File: config.mk
export PLATFORM = sky130hd
export DESIGN_NAME = bullet_slot_arbiter
export DESIGN_NICKNAME = d
export VERILOG_FILES = /design/src/rtl/bullet_slot_arbiter.sv
export SDC_FILE = /design/constraint.sdc
export NUM_CORES = 1
export LEC_CHECK = 0
export CAP_MARGIN = 30
export CORE_MARGIN = 2
export CORE_UTILIZATION = 29
export CTS_CLUSTER_DIAMETER = 200
export CTS_CLUSTER_SIZE = 8
export DETAILED_ROUTE_END_ITERATION = 10
export PLACE_DENSITY = 0.53
export SYNTH_ARGS = -nofsm -noshare
export SYNTH_HDL_FRONTEND = slang
export SYNTH_SLANG_ARGS = --single-unit
File: constraint.sdc
create_clock -name clk_i -period 11.8 [get_ports clk_i]
set_clock_uncertainty 0.1 [all_clocks]
set_input_delay 2.36 -clock clk_i [delete_from_list [all_inputs] [get_ports clk_i]]
set_output_delay 2.36 -clock clk_i [all_outputs]
set_load 0.01 [all_outputs]
File: src/rtl/bullet_slot_arbiter.sv
// Shares the bullet engine's slots between two players: fire-edge requests, cooldown,
// per-player cap, round-robin tie break and a single registered launch handshake.
module bullet_slot_arbiter #(
  parameter int NUM_SLOTS       = 4,
  parameter int MAX_PER_PLAYER  = 2,
  parameter int COOLDOWN_FRAMES = 15,
  localparam int SW = $clog2(NUM_SLOTS),
  localparam int CW = $clog2(NUM_SLOTS + 1)
) (
  input  logic                 clk_i,
  input  logic                 reset_ni,
  input  logic                 frame_tick_i,
  input  logic                 enable_i,
  input  logic                 clear_i,
  input  logic                 fire_p1_i,
  input  logic                 fire_p2_i,
  input  logic [NUM_SLOTS-1:0] slot_release_i,
  input  logic                 launch_ready_i,
  output logic                 launch_valid_o,
  output logic [SW-1:0]        launch_slot_o,
  output logic                 launch_owner_o,
  output logic [NUM_SLOTS-1:0] slot_busy_o,
  output logic [CW-1:0]        active_p1_o,
  output logic [CW-1:0]        active_p2_o
);

  // Handshake: launch_valid_o rises with slot/owner already stable; they stay
  // unchanged until a cycle with launch_valid_o && launch_ready_i, after which
  // valid drops for at least one cycle before the next launch.

  typedef enum logic {S_IDLE = 1'b0, S_LAUNCH = 1'b1} state_e;

  state_e                    state_q, state_d;
  logic                      valid_q, valid_d;
  logic [SW-1:0]             slot_q, slot_d;
  logic                      lown_q, lown_d;
  logic                      last_q, last_d;
  logic [1:0]                fire_q;
  logic [1:0]                pend_q, pend_d;
  logic [1:0][7:0]           cool_q, cool_d;
  logic [1:0][CW-1:0]        cnt_q, cnt_d;
  logic [NUM_SLOTS-1:0]      busy_q, busy_d;
  logic [NUM_SLOTS-1:0]      owner_q, owner_d;

  logic                      free_any;
  logic [SW-1:0]             free_idx;
  logic [1:0]                elig;
  logic                      grant;
  logic                      gsel;
  logic [1:0]                gnt_mask;
  logic [1:0]                rise;
  logic [NUM_SLOTS-1:0]      rel_eff;
  logic [1:0][CW-1:0]        rel_cnt;

  // Lowest-index free slot, taken from the busy bits before this cycle's releases.
  always_comb begin
    free_any = 1'b0;
    free_idx = '0;
    for (int k = NUM_SLOTS - 1; k >= 0; k--) begin
      if (!busy_q[k]) begin
        free_any = 1'b1;
        free_idx = SW'(k);
      end
    end
  end

  always_comb begin
    for (int x = 0; x < 2; x++) begin
      elig[x] = pend_q[x] && (cool_q[x] == 8'd0) &&
                (cnt_q[x] < CW'(MAX_PER_PLAYER)) && free_any;
    end
  end

  // FSM: IDLE grants at most one player per visit, LAUNCH waits for the engine.
  always_comb begin
    state_d = state_q;
    grant   = 1'b0;
    gsel    = 1'b0;
    case (state_q)
      S_IDLE: begin
        if (elig != 2'b00) begin
          grant   = 1'b1;
          gsel    = (&elig) ? ~last_q : elig[1];
          state_d = S_LAUNCH;
        end
      end
      S_LAUNCH: begin
        if (launch_ready_i) state_d = S_IDLE;
      end
      default: state_d = S_IDLE;
    endcase
    valid_d = (state_d == S_LAUNCH);
  end

  assign gnt_mask = grant ? (2'b01 << gsel) : 2'b00;
  assign rise     = {fire_p2_i, fire_p1_i} & ~fire_q;

  // The slot being launched cannot be released until the handshake completes.
  always_comb begin
    rel_cnt = '0;
    for (int k = 0; k < NUM_SLOTS; k++) begin
      rel_eff[k] = slot_release_i[k] && busy_q[k] &&
                   !(valid_q && (slot_q == SW'(k)));
      if (rel_eff[k]) rel_cnt[owner_q[k]] = rel_cnt[owner_q[k]] + CW'(1);
    end
  end

  always_comb begin
    busy_d  = busy_q & ~rel_eff;
    owner_d = owner_q;
    slot_d  = slot_q;
    lown_d  = lown_q;
    last_d  = last_q;
    if (grant) begin
      busy_d[free_idx]  = 1'b1;
      owner_d[free_idx] = gsel;
      slot_d            = free_idx;
      lown_d            = gsel;
      last_d            = gsel;
    end
    for (int x = 0; x < 2; x++) begin
      cnt_d[x] = cnt_q[x] + CW'(gnt_mask[x]) - rel_cnt[x];
      if (gnt_mask[x])
        cool_d[x] = 8'(COOLDOWN_FRAMES);
      else if (frame_tick_i && (cool_q[x] != 8'd0))
        cool_d[x] = cool_q[x] - 8'd1;
      else
        cool_d[x] = cool_q[x];
    end
    pend_d = enable_i ? ((pend_q | rise) & ~gnt_mask) : 2'b00;
  end

  always_ff @(posedge clk_i or negedge reset_ni) begin
    if (!reset_ni) begin
      state_q <= S_IDLE;
      valid_q <= 1'b0;
      slot_q  <= '0;
      lown_q  <= 1'b0;
      last_q  <= 1'b1;
      fire_q  <= 2'b00;
      pend_q  <= 2'b00;
      cool_q  <= '0;
      cnt_q   <= '0;
      busy_q  <= '0;
      owner_q <= '0;
    end else if (clear_i) begin
      // Round reset keeps the round-robin pointer so fairness carries across rounds.
      state_q <= S_IDLE;
      valid_q <= 1'b0;
      slot_q  <= '0;
      lown_q  <= 1'b0;
      fire_q  <= 2'b00;
      pend_q  <= 2'b00;
      cool_q  <= '0;
      cnt_q   <= '0;
      busy_q  <= '0;
      owner_q <= '0;
    end else begin
      state_q <= state_d;
      valid_q <= valid_d;
      slot_q  <= slot_d;
      lown_q  <= lown_d;
      last_q  <= last_d;
      fire_q  <= {fire_p2_i, fire_p1_i};
      pend_q  <= pend_d;
      cool_q  <= cool_d;
      cnt_q   <= cnt_d;
      busy_q  <= busy_d;
      owner_q <= owner_d;
    end
  end

  assign launch_valid_o = valid_q;
  assign launch_slot_o  = slot_q;
  assign launch_owner_o = lown_q;
  assign slot_busy_o    = busy_q;
  assign active_p1_o    = cnt_q[0];
  assign active_p2_o    = cnt_q[1];

endmodule

## Word-level counts from Yosys, hierarchy flattened

Cells that the tools add are included.

- Bits in registers: 39
- Latch bits: 0
- RAM bits: 0
- Bits in read-only memories: 0
- Bits of input ports: 12
- Output and inout port bits: 14
- Logic and storage cells: 149
- Memories: 0

- Add/subtract/negate cells: 10
- $mul: 0
- Div/mod/pow operators: 0
- Magnitude comparators: 12
- Equality and inequality tests: 3
- Shift operators: 1
- Muxes and demuxes: 59
- Bitwise operators: 12
- Reduce and logical (&&, ||, !) cells: 40

Operators by type and width:

| cell | number |
|---|---|
| two-way mux 3 bit | 11 |
| two-way mux 8 bit | 4 |
| two-way mux 6 bit | 5 |
| logical AND 1 bit | 25 |
| two-way mux 2 bit | 10 |
| bitwise mux 6 bit | 3 |
| zero test 8 bit | 2 |
| two-way mux 16 bit | 1 |
| two-way mux 4 bit | 4 |
| nonzero test 8 bit | 2 |
| subtractor 8 x 1 -> 8 bit, second input constant | 2 |
| two-way mux 1 bit | 14 |
| adder 3 x 1 -> 3 bit, second input constant | 4 |
| demux 3 bit (select 1 bit) | 4 |
| less-than comparator 1 x 2 -> 1 bit, second input constant | 4 |
| adder 3 x 1 -> 3 bit | 2 |
| bitwise AND 6 bit | 1 |
| less-than comparator 3 x 2 -> 1 bit, second input constant | 2 |
| nonzero test 3 bit | 2 |
| subtractor 3 bit | 2 |
| bitwise AND 2 bit | 2 |
| bitwise AND 4 bit | 1 |
| bitwise mux 4 bit | 1 |
| == test 2 bit, second input constant | 2 |
| other kinds (16) | 27 |

## Logic depth before layout (Yosys ltp)

Gate-level depths: netlist (run 1).

- Depth in word-level cells: 23
- Mapped depth: 18
- Depth with buffers taken out: 18

## Worst setup path before layout (run 1)

Ideal clock, no wire load.

- Path type: input to register
- From: input slot_release_i[1]
- To: register cnt_q, in the netlist active_p2_o[2]
- Arrival time: 5648 ps
- Required time: 11628 ps
- Slack: 5980 ps
- Stages on the path: 18
- Buffers on the path: 0
- Path through: nand2_1 nor3_1 xor2_1 nor2_1 a21oi_1 ha_1 a221oi_1 a21oi_1 ha_1 nor2_1 a21o_1 ha_1 inv_1 fa_1 xor2_1 xnor2_1 xnor3_1 nor2_1

- Cells in the longest elaborated chain, start to end: 15

Ends and longest elaborated chain:

| item | line | RTL |
|---|---|---|
| from (decl) | 17 | `input logic [NUM_SLOTS-1:0] slot_release_i,` |
| logical AND 1 bit (*) (2 in series) | 102 | `rel_eff[k] = slot_release_i[k] && busy_q[k] &&` |
| two-way mux 6 bit (*) | 104 | `if (rel_eff[k]) rel_cnt[owner_q[k]] = rel_cnt[owner_q[k]] + CW'(1);` |
| two-way mux 3 bit (not written as such) (2 in series) | 104 |  |
| adder 3 x 1 -> 3 bit | 104 |  |
| bitwise mux 6 bit | 104 |  |
| two-way mux 6 bit (*) | 104 |  |
| two-way mux 3 bit (not written as such) (2 in series) | 104 |  |
| adder 3 x 1 -> 3 bit | 104 |  |
| bitwise mux 6 bit | 104 |  |
| two-way mux 6 bit (*) | 104 |  |
| subtractor 3 bit (*) | 122 | `cnt_d[x] = cnt_q[x] + CW'(gnt_mask[x]) - rel_cnt[x];` |
| two-way mux 6 bit (*) | 146 | `end else if (clear_i) begin` |
| to (signal assigned) | 167 | `cnt_q <= cnt_d;` |
| to (decl) | 41 | `logic [1:0][CW-1:0] cnt_q, cnt_d;` |

Mark *: on every way between the ends. The rest lies on a longest branch, timed or not. The select of a mux whose other input is x is not followed.
A chain may end at the register's enable or synchronous reset.

## Worst setup path in the final report (run 1)

- From: input slot_release_i[0]
- To: register cnt_q, in the netlist active_p2_o[2]

- Cells in the longest elaborated chain, start to end: 20

Ends and longest elaborated chain:

| item | line |
|---|---|
| logical AND 1 bit (*) (2 in series) | 102 |
| two-way mux 6 bit (*) | 104 |
| two-way mux 3 bit (not written as such) (2 in series) | 104 |
| adder 3 x 1 -> 3 bit | 104 |
| bitwise mux 6 bit | 104 |
| two-way mux 6 bit (*) | 104 |
| two-way mux 3 bit (not written as such) (2 in series) | 104 |
| adder 3 x 1 -> 3 bit | 104 |
| bitwise mux 6 bit | 104 |
| two-way mux 6 bit (*) | 104 |
| two-way mux 3 bit (not written as such) (2 in series) | 104 |
| adder 3 x 1 -> 3 bit | 104 |
| bitwise mux 6 bit | 104 |
| two-way mux 6 bit (*) | 104 |
| subtractor 3 bit (*) | 122 |
| two-way mux 6 bit (*) | 146 |

Marks and branches as above.

==> results of run 1 <==
layer usage:
metal | vias up | share of wire
met1 | 948 | 0.50
met2 | 54 | 0.43
li1 | 978 | -
met4 | 0 | 0.0092
met3 | 5 | 0.055
met5 | - | 0
flip-flops by register name (all words and copies together) (netlist names):
name and count:
slot_busy_o 4, launch_owner_o 1, cool_q 16, owner_q 4
fire_q 2, last_q 1, launch_slot_o 2, active_p1_o 3
launch_valid_o 1, active_p2_o 3, pend_q 2
synth_stat cells, types with 2 or more instances:
cell      number
nor4_4         2
a21oi_1       26
a31oi_1        2
nor3b_1        5
nor2b_1        5
xnor2_1       12
inv_1         17
and4_1         3
clkbuf_1       8
o31ai_1        2
ha_1          12
nand3_1       11
nand2_1       14
o21ai_0        8
nor4b_1        4
nor3_1        14
fa_1           2
and3b_1        3
or3_1          2
a22o_1         2
nand2b_1       5
xnor3_1        2
nand4b_1       2
dfrtp_1       38
nand4_1        4
nor4bb_1       2
mux2i_1        5
or4_1          5
xor2_1        10
nor2_1        18
through the flow:
step / total power, mW / util / instance area (um^2) / instances
global placement: 0.397 / 0.345 / 2850 / 383
CTS: 0.517 / 0.359 / 2970 / 391
floorplan: 0.346 / - / 2490 / 260
detailed placement: 0.399 / 0.345 / 2850 / 383
global route: 0.553 / 0.359 / 2970 / 391
finish: 0.510 / 0.359 / 2970 / 391
critical path, delay by kind of cell:
kind	cells	cell delay, ns
compound gates	4	0.64
xor+xnor	4	1.04
fa+ha+maj	4	1.28
buf+inv	2	0.51
simple gates	5	0.55
worst paths after layout:
| check | to | slack (ns) | depth (start not counted) |
|---|---|---|---|
| min in group asynchronous | active_p1_o[1]$_DFF_PN0_ | 2.08 | 1 |
| min | last_q$_DFFE_PN1P_ | 0.44 | 2 |
| max | active_p2_o[2]$_DFF_PN0_ | 5.57 | 19 |
| max in group asynchronous | cool_q[10]$_DFFE_PN0P_ | 8.96 | 1 |
| min reg2reg | last_q$_DFFE_PN1P_ | 0.44 | 2 |
| max reg2reg | active_p2_o[2]$_DFF_PN0_ | 7.19 | 17 |
power by group through the flow:
| stage | Clock (mW) | Sequential (mW) | Combinational [mW] |
|---|---|---|---|
| 2_1_floorplan | 0 | 0.195 | 0.151 |
| 5_1_grt | 0.127 | 0.204 | 0.222 |
| 6_report | 0.115 | 0.199 | 0.196 |
| 3_3_place_gp | 0 | 0.202 | 0.196 |
| 3_5_place_dp | 0 | 0.202 | 0.197 |
| 4_1_cts | 0.120 | 0.199 | 0.199 |
cell usage in the layout, fill, tap and decap left out, drive strengths merged, types with 12 or more instances in the layout:
master	synthesis	layout
ha	12	12
a21oi	26	26
clkdlybuf4s50	0	24
inv	18	18
xnor2	12	12
nand3	12	12
dfrtp	38	38
nor3	14	14
nor2	18	18
nand2	14	14
logic make-up after synthesis:
logic type,share of synthesized area
simple gates,0.243
compound gates,0.128
flops,0.392
buf+inv,0.0411
xor+xnor,0.0953
fa+ha+maj,0.0763
mux,0.0246
final cells by class:
class | count | area share
Clock buffer | 6 | 0.0278
Timing Repair Buffer | 27 | 0.0877
Tap cell | 105 | 0.0443
Sequential cell | 39 | 0.329
Inverter | 18 | 0.0228
Multi-Input combinational cell | 194 | 0.476
Clock inverter | 2 | 0.0118
==> flow_summary.ini, run 1 <==
[critical_path]
cp.arrival_ns = 6.36
cp_max_fo = 5
r2r_start = launch_valid_o$_DFF_PN0_
cp_cell_sequence = clkdlybuf4s50_1 -> nand2_1 -> nor3_1 -> xor2_1 -> nor2_1 -> a21oi_1 -> ha_1 -> a221oi_1 -> a21oi_1 -> ha_1 -> nor2_1 -> a21o_1 -> ha_1 -> inv_1 -> fa_1 -> xor2_1 -> xnor2_1 -> xnor3_1 -> nor2_1
critPathRequiredTime_ns = 11.92
criticalPathCategory = in -> reg
worstSetupStartpoint = slot_release_i[0]
end_kind = flop
worst_path_max_delay_cell = clkdlybuf4s50_1
cp_slowest_stage_delay_ns = 0.46
worstSetupStartpointType = primary input

[placement]
gp_congestion = 0.859
dp_slack_ns = 5.29
dp_hpwl_um = 3960
port_buffers = 25

[power]
p_sw_uw = 182
p_comb_frac = 0.385
p_seq_frac = 0.389
swShare = 0.356
p_clk_frac = 0.226
peakVddDrop_mv = 0.0694
p_leak_nw = 1.23
power_density_mw_per_mm2 = 172
p_int_uw = 328

[floorplan]
num_rows = 33
start_util = 0.302
fp.dieH_um = 96.7
coreArea_mm2 = 0.00826
io_pins = 26
fp.dieArea_mm2 = 0.00936
die_x_um = 96.7

[synth]
netlist_top_cells_area = dfrtp_1 38%, ha_1 6.0%, a21oi_1 5.2%, xnor2_1 4.2%, xor2_1 3.5%
synth_top_area_cell = dfrtp_1
synthDistinctLibCells = 45
synth.top_cell.area_share = 0.381
yosysWarningCount = 0
ys.flop_type = dfrtp_1
avgSynthCellArea_um2 = 9.59
netlist_instances = 260
synth_nets = 286
synth_area_mm2 = 0.00249
ys_seq_area_frac = 0.392
synth_edf_count = 0
ys_async_sr_fraction = 1.00
synth_seq_cells = 39

[sta]
rsz0062_at_grt = no
whs_ns = 0.443
slew_viol_final = 0
setup_ws_ns = 5.57
relSlewSlack = 0.419
fin_setup_tns_ns = 0
layout_min_cycle_time_ns = 6.23
min_period_over_period = 0.528
hold_violations = 0
fmax_mhz = 160
worstMarginPinSlew_ns = 0.872
finalSetupViolCount = 0

[routing]
via_per_inst = 5.08
detail_route.first_pass.iterations = 4
ant_nets = 0
drtIter0Drc = 100
wl_um = 5450
routed-via-count = 1985
drc_errors = 0
routedWlPerCell_um = 13.9

[finish]
diodes = 0
layout-drive-gt1-share = 0.0664
seqCellArea_um2 = 977
fill_cells = 851
syn2layout_area_growth_pct = 19.0
multi_input_area_mm2 = 0.00141
nets = 311

[cts]
ctsHoldBuffers = 0
cts_sinks = 39
clock_latency_ns = 0.29
cts_setup_buffers = 0
ctsResizeCount = 0
ctsLongestPathBuffers = 2
root_buffer = clkbuf_8
tritoncts = built
clkSlewWorstSetupHoldPaths_ns = 0.08
cts_made_buffers = 5
htreeDepth = 2

[job]
max-cap-violations = 0

[global_routing]
grt_pass1_vias = 1877
met2_usage = 0.185
grt_busiest_layer = met2
antenna_found_initial = 0
gr-usage-met3 = 0.0296
grt_pass1_wl_um = 9360
met1_usage = 0.173
grt.overflow.total = 0
grt_start_max_net_pins = 40
grt_usage = 0.121

[hold_path]
min-delay-path-class = reg -> reg
holdCritStartpoint = last_q$_DFFE_PN1P_

[outcome]
status = finished, final reports clean
Note: power is estimated with default switching activity, not from simulation.
==> inputs of run 2 (changes only) <==
- PLACE_DENSITY: 0.53 -> 0.55
- clock period: 11.8 -> 5.2 ns (I/O delays scaled with it)
==> flow_summary.ini, run 2 (same netlist as run 1, synthesis figures left out) <==
[outcome]
status = finished, final reports clean

[critical_path]
crit_buf_inv = 2
cp_max_fo = 4
r2r_setup_slack_ns = 0.96
crit_top_cell = ha_1
cp.arrival_ns = 5.02
cp_cell_sequence = clkdlybuf4s50_1 -> nand2_1 -> or4_1 -> a21oi_1 -> ha_1 -> a221oi_1 -> a21oi_1 -> ha_1 -> nor2_1 -> a21o_1 -> ha_1 -> inv_1 -> fa_1 -> xor2_1 -> xnor2_1 -> xnor3_1 -> nor2_1
criticalPathCategory = in -> reg
end_kind = flop
critPathRequiredTime_ns = 5.33
path_delay_family = adder cells
worst_path_max_delay_cell = or4_1
worstSetupStartpointType = primary input
cp_slowest_stage_delay_ns = 0.60

[global_routing]
grt.overflow.total = 0
grt_pass1_vias = 1937
grt_usage = 0.129
grt_start_max_net_pins = 40
antenna_found_initial = 0
grt_pass1_wl_um = 9820

[sta]
layout_min_cycle_time_ns = 4.89
slew_viol_final = 0
hold_violations = 0
finalSetupViolCount = 0
relSlewSlack = 0.360
setup_ws_ns = 0.315
worstMarginPinSlew_ns = 0.944
min_period_over_period = 0.940
fmax_mhz = 205
fin_setup_tns_ns = 0
rsz0062_at_grt = no

[cts]
root_buffer = clkbuf_8
cts_sinks = 39
clock_latency_ns = 0.30
ctsLongestPathBuffers = 2
htreeDepth = 2
cts_setup_buffers = 0
cts_made_buffers = 5
tritoncts = built
ctsResizeCount = 0
ctsHoldBuffers = 0
clkSlewWorstSetupHoldPaths_ns = 0.08

[finish]
layout-drive-gt1-share = 0.0727
final_cell_mix = 38 x dfrtp_1, 26 x a21oi_1, 24 x clkdlybuf4s50_1
multi_input_area_mm2 = 0.00141
seqCellArea_um2 = 977
top_register = cool_q
fill_cells = 847
nets = 314
final_common_cell = dfrtp_1
syn2layout_area_growth_pct = 20.5
diodes = 0
largest_reg_flops = 16

[hold_path]
min-delay-path-class = reg -> reg

[routing]
via_per_inst = 5.05
routedWlPerCell_um = 14.6
ant_nets = 0
detail_route.first_pass.iterations = 4
drtIter0Drc = 95
routed-via-count = 1988
drc_errors = 0
wl_um = 5740

[floorplan]
io_pins = 26
coreArea_mm2 = 0.00826
start_util = 0.302
num_rows = 33
fp.dieArea_mm2 = 0.00936
die_x_um = 96.7
fp.dieH_um = 96.7

[power]
peakVddDrop_mv = 0.121
power_density_mw_per_mm2 = 402
p_leak_nw = 1.25

[placement]
gp_congestion = 0.788
dp_slack_ns = 0.0323
dp_hpwl_um = 4100
port_buffers = 25

[job]
max-cap-violations = 0
==> run 2: cell count changes in the layout (fill, tap and decap cells not counted) <==
cell,delta
clkinv_2,-1
buf_4,+3
bufinv_16,+1
clkbuf_1,+1
clkbuf_8,-1
==> run 2: cell type report <==
class / instances / share of cell area
sequential: 39 / 0.325
inverter: 18 / 0.0225
tap: 105 / 0.0437
clock inverter: 2 / 0.0200
clock buffer: 6 / 0.0241
multi-input combinational: 194 / 0.470
timing repair buffer: 30 / 0.0941
==> run 2: worst paths after layout <==
kind,end,startpoint,cells past startpoint
min reg2reg,last_q$_DFFE_PN1P_,last_q$_DFFE_PN1P_,2
min in group asynchronous,fire_q[0]$_DFF_PN0_,reset_ni,1
min,last_q$_DFFE_PN1P_,last_q$_DFFE_PN1P_,2
max,active_p2_o[2]$_DFF_PN0_,slot_release_i[1],17
max reg2reg,active_p2_o[2]$_DFF_PN0_,launch_slot_o[1]$_DFFE_PN0P_,16
max in group asynchronous,cool_q[14]$_DFFE_PN0P_,reset_ni,1
==> run 2: worst min-delay path, cell delays in order, from the launching register on <==
cell	delay, ns
dfstp_2	0.40
o31ai_1	0.06
o21ai_0	0.07
==> run 2: layer usage <==
metal  share of wire  track usage
met3           0.060       0.0332
met4           0.011       0.0412
met5               0            0
met1            0.50        0.188
met2            0.43        0.185
==> run 2: where the power goes <==
| part | total, mW | switching (mW) | internal, mW |
|---|---|---|---|
| Combinational | 0.458 | 0.235 | 0.224 |
| Sequential | 0.446 | 0.0781 | 0.368 |
| Clock | 0.304 | 0.112 | 0.192 |
==> run 2: stage by stage <==
step | instances | utilization | total power, mW | area (um^2) | hold WS, ns
finish | 394 | 0.364 | 1.21 | 3010 | 0.434
global route | 394 | 0.364 | 1.30 | 3010 | 0.452
CTS | 394 | 0.364 | 1.22 | 3010 | 0.442
detailed placement | 386 | 0.348 | 0.910 | 2870 | 0.429
global placement | 386 | 0.348 | 0.902 | 2870 | 0.421
floorplan | 260 | - | 0.786 | 2490 | 0.400
==> inputs of run 3 (changes only) <==
- CTS_CLUSTER_DIAMETER: 200 -> not set
==> results of run 3 <==
Same layout as run 2: the final DEF is identical, and so are final timing and power.
